[src/rtl/teller_scheduler.sv]
`timescale 1ns/1ps
// teller_scheduler: round-robin dispatch of queued customers to free tellers,
// with per-teller service timers, a dequeue req/ack handshake and a served total.
module teller_scheduler #(
    parameter int NTELLER   = 3,
    parameter int SVC_TICKS = 8
) (
    input  logic               clk,
    input  logic               reset,
    input  logic               tick,
    input  logic [3:0]         qcount,
    input  logic [NTELLER-1:0] teller_en,
    input  logic [NTELLER-1:0] done,
    input  logic               deq_ack,
    output logic               deq_req,
    output logic [1:0]         assign_id,
    output logic [NTELLER-1:0] busy,
    output logic [1:0]         tcount,
    output logic [7:0]         served
);

    typedef enum logic [1:0] {IDLE, REQ, GAP} state_t;

    state_t             state_q, state_d;
    logic [1:0]         target_q, target_d;
    logic [1:0]         rrPtr_q, rrPtr_d;
    logic [NTELLER-1:0] busy_q, busy_d;
    logic [7:0]         timer_q [NTELLER];
    logic [7:0]         timer_d [NTELLER];
    logic [7:0]         served_q, served_d;
    logic [1:0]         tcount_q, tcount_d;

    logic [NTELLER-1:0] eligible;
    logic [NTELLER-1:0] complete;
    logic [1:0]         numDone;
    logic               found;
    logic [1:0]         pick;
    logic [2:0]         idx;

    assign eligible = teller_en & ~busy_q;

    // First eligible teller after the round-robin pointer, wrapping at NTELLER.
    always_comb begin
        found = 1'b0;
        pick  = '0;
        idx   = '0;
        for (int k = 1; k <= NTELLER; k++) begin
            idx = {1'b0, rrPtr_q} + 3'(k);
            if (idx >= 3'(NTELLER)) begin
                idx = idx - 3'(NTELLER);
            end
            if (!found && eligible[idx[1:0]]) begin
                found = 1'b1;
                pick  = idx[1:0];
            end
        end
    end

    always_comb begin
        busy_d   = busy_q;
        complete = '0;
        numDone  = '0;
        state_d  = state_q;
        target_d = target_q;
        rrPtr_d  = rrPtr_q;
        tcount_d = '0;
        for (int i = 0; i < NTELLER; i++) begin
            timer_d[i]  = timer_q[i];
            complete[i] = busy_q[i] && (done[i] || (tick && timer_q[i] == 8'd1));
            if (busy_q[i] && tick && timer_q[i] != 8'd0) begin
                timer_d[i] = timer_q[i] - 8'd1;
            end
            if (complete[i]) begin
                busy_d[i]  = 1'b0;
                timer_d[i] = 8'd0;
            end
            numDone  = numDone + 2'(complete[i]);
            tcount_d = tcount_d + 2'(teller_en[i]);
        end
        served_d = served_q + 8'(numDone);

        // An ack is applied after completions so a reload wins over a same-edge finish.
        unique case (state_q)
            IDLE: begin
                if (qcount != 4'd0 && found) begin
                    state_d  = REQ;
                    target_d = pick;
                    rrPtr_d  = pick;
                end
            end
            REQ: begin
                if (deq_ack) begin
                    busy_d[target_q]  = 1'b1;
                    timer_d[target_q] = 8'(SVC_TICKS);
                    state_d           = GAP;
                end
            end
            GAP:     state_d = IDLE;
            default: state_d = IDLE;
        endcase
    end

    always_ff @(posedge clk or posedge reset) begin
        if (reset) begin
            state_q  <= IDLE;
            target_q <= '0;
            rrPtr_q  <= 2'(NTELLER - 1);
            busy_q   <= '0;
            served_q <= '0;
            tcount_q <= '0;
            for (int i = 0; i < NTELLER; i++) begin
                timer_q[i] <= '0;
            end
        end else begin
            state_q  <= state_d;
            target_q <= target_d;
            rrPtr_q  <= rrPtr_d;
            busy_q   <= busy_d;
            served_q <= served_d;
            tcount_q <= tcount_d;
            for (int i = 0; i < NTELLER; i++) begin
                timer_q[i] <= timer_d[i];
            end
        end
    end

    assign deq_req   = (state_q == REQ);
    assign assign_id = deq_req ? target_q : 2'd0;
    assign busy      = busy_q;
    assign tcount    = tcount_q;
    assign served    = served_q;

endmodule
[config.mk]
export PLATFORM = sky130hd
export DESIGN_NAME = teller_scheduler
export DESIGN_NICKNAME = d
export VERILOG_FILES = /design/src/rtl/teller_scheduler.sv
export SDC_FILE = /design/constraint.sdc
export NUM_CORES = 1
export LEC_CHECK = 0
export CAP_MARGIN = 15
export CORE_MARGIN = 5
export CORE_UTILIZATION = 50
export DETAILED_ROUTE_END_ITERATION = 16
export PLACE_DENSITY = 0.72
export SKIP_CTS_REPAIR_TIMING = 1
export SLEW_MARGIN = 10
export SYNTH_ARGS = -nofsm -noshare
export SYNTH_HDL_FRONTEND = slang
export SYNTH_SLANG_ARGS = --single-unit
[constraint.sdc]
create_clock -name clk -period 4.4 [get_ports clk]
set_input_delay 0.44 -clock clk [delete_from_list [all_inputs] [get_ports clk]]
set_output_delay 0.44 -clock clk [all_outputs]
set_load 0.03 [all_outputs]
==> impl_results.md <==
- Status: completed
- Global placer's final weighted congestion: between 0.8 and 0.9
- Post-synth top area cell: dfrtp_1
- Synth Area in Adders: under 10%
- Share of layout cells above drive strength 1: just under 7%
- Worst skew pair latency: around 290 ps
- Pins over their slew limit: 0
- Synth Warn #: 0
- Flops & latches, synth: 42
- Initial antenna violation count: 0
- Vias in the first global route: ~1800
- Area grow syn2layout: 18.9%
- Final ANT Viol Nets: 0
- Maximum VDD drop: ~0.00031 V
- Startpoint Class: flip-flop
- Worst path slowest cell: or4_1
- Clock Tree Buf Depth: 2
- Post-synth ARST share: 100%
- Worst Path Required: between 4000 and 5000 ps
- Synth Area in XOR/XNOR: slightly below 9%
- Max-Cap Viols: 0
- Die area: 0.00618 mm²
- Largest delay share family, worst path: simple AND/OR/NAND/NOR gates
- Fin nets: approximately 300
- Mapped Area: ~0.0024 mm²
- Compound-Gate Fraction of Synth Area: around 11%
- Top cells by area, synth: dfrtp_1 44%, ha_1 7.4%, nor2_1 5.3%
- Distinct cells, synth: 48
- Die Ht: roughly 79 µm
- Vias: between 1500 and 2000
- Leak: about 1.3 nW
- Most common flop cell mapped by yosys: dfrtp_1
- Overflow after GRT: 0
- Setup_tns: 0 ps
- Drt total wl: approximately 4.5 mm
- Die X: between 70 and 80 µm
- CP bufs+invs: 2
- N_diodes: 0
- Critical-path cell list: or4_1 > nor4_2 > o21ai_1 > fa_1 > inv_1 > ha_1 > inv_1 > fa_1 > nor2b_1 > nand4_1 > xnor2_1
- DP HPWL: ~3.4 mm
- RSZ-0062 raised after global routing: no
- Mux cell area share after synthesis: 0.478%
- Largest family of logic cells by synthesized area: simple AND/OR/NAND/NOR gates
- Htree depth: 2
- Starting density of the core: about half
- Remaining DRCs: 0
- Final Hold Viols: 0
- Final setup viols: 0
- Gr usage total: 16.4%
- Worst-path clk slew: ~80 ps
- Post-synth EDFFs: 0
- Yosys top cell area share: between 40% and 50%
- Clk root buf: clkbuf_8
- Slew headroom: about two fifths
- Port bufs: 29
- Post-detailed-route wirelength per cell: approximately 14 µm
- Simple-Gate Fraction of Synth Area: 20.8%
- Syn_nets: roughly 270
- # IOs: 30
- # fillers: approximately 410
- Worst Clk Skew: ~7 ps
- Setup crit end kind: flip-flop
- Largest net degree at the start of global routing: 43
- Final Cycle Share: approximately 72%
- Seq/Total Area, Yosys: between 40 and 50%
- First-pass GRT wire length: approximately 8.0 mm
- Detail-routed via count per cell: roughly 5.4
- CP max FO: 5
- TritonCTS Sinks: 42
- Core Util, Final: 60.1%
- Inserted Clock Buffers: 5
- Post-route minimum period: 3160 ps
- Data arrival, critical path: roughly 3300 ps
- Worst-Margin Slew: slightly above 900 ps
- CP peak stage delay: approximately 570 ps
- FF-to-FF setup slack: approximately 1200 ps
- HP Class: flip-flop to flip-flop
- Drt initial violations: 72
- Total core area: 0.00466 mm²
- Rows: 25
- Worst Setup Path Type: flip-flop to flip-flop
- Cell count after synthesis: about 240
- Count leader, synth: dfrtp_1
- Syn Area/Cell: around 9.9 µm²
- PD cells: around 660 mW/mm²
- Max Clk Rate: 0.317 GHz
- CTS tree: built
- Drt first pass iters: 4
- Top post-synthesis cells by count: 41 x dfrtp_1, 33 x nor2_1, 23 x inv_1
## final timing paths
kind | from | endpoint | depth (start not counted)
worst max register to register | timer_q[20] | served[6] | 11
worst min-delay path | served[7] | served[7] | 1
worst max-delay path | timer_q[20] | served[6] | 11
max in group asynchronous | reset | rrPtr_q[1] | 3
worst min register to register | served[7] | served[7] | 1
min in group asynchronous | reset | tcount[1] | 3
## kinds of logic (layout without fill, tap and decap cells)
family,count (synthesis),in the layout
simple gates,96,96
flops,42,42
compound gates,33,33
xor+xnor,24,24
buf+inv,24,61
fa+ha+maj,17,17
mux,1,1
## placed cells by master (no fill, tap or decap), types with 4 or more instances in the layout
cell type | netlist | layout
nand3_1 | 6 | 6
clkbuf_8 | 0 | 6
a211oi_1 | 4 | 4
xnor2_1 | 11 | 11
clkdlybuf4s50_1 | 0 | 29
inv_1 | 23 | 23
o21ai_0 | 6 | 6
nor2b_1 | 4 | 4
nor2_1 | 33 | 33
nor3_1 | 7 | 7
dfrtp_1 | 41 | 41
ha_1 | 14 | 14
nand2_1 | 19 | 19
xor2_1 | 13 | 13
## flip-flops by register name, indices dropped and copies added (netlist names)
name / count
tcount: 2
rrPtr_q: 1
served: 8
target_q: 2
timer_q: 24
busy: 3
state_q: 2
## worst register-to-register path, stage by stage (launching register included)
cell	delay (ps)
dfrtp_1	420
or4_1	570
nor4_2	300
o21ai_1	160
fa_1	470
inv_1	60
ha_1	170
inv_1	60
fa_1	390
nor2b_1	170
nand4_1	130
xnor2_1	140
## per-layer routing
metal / up-vias / global-route usage [%] / share of wire, %
li1: 878 / - / -
met1: 832 / 21.0 / 46
met2: 46 / 26.1 / 47
met3: 2 / 5.73 / 6.2
met4: 0 / 4.90 / 0.68
met5: - / 0 / 0
## where the power goes
part / internal [mW] / switching, mW
Combinational: 0.386 / 0.513
Clock: 0.127 / 0.123
Sequential: 0.535 / 0.158
Total: 1.05 / 0.794
## final cells by class
cell class              instances  area [µm²]  share of cell area (%)
clock buffers                   7        86.3                    3.08
well taps                      54        67.6                    2.41
clock inverters                 1        5.00                   0.179
repair buffers                 30         298                    10.6
multi-input cells             171        1200                    43.0
inverters                      23        86.3                    3.08
flip-flops and latches         42        1050                    37.6
## stage by stage
step                total power, mW  setup WS, ps  instance area [µm²]  instances  hold WS, ps
floorplan                      1.35          1430                 2350        237          505
global placement               1.58          1240                 2710        320          457
detailed placement             1.60          1150                 2710        320          465
CTS                            1.86          1240                 2800        328          482
global route                   2.01          1090                 2800        328          510
finish                         1.84          1240                 2800        328          477
(Power assumes the default switching activity.)
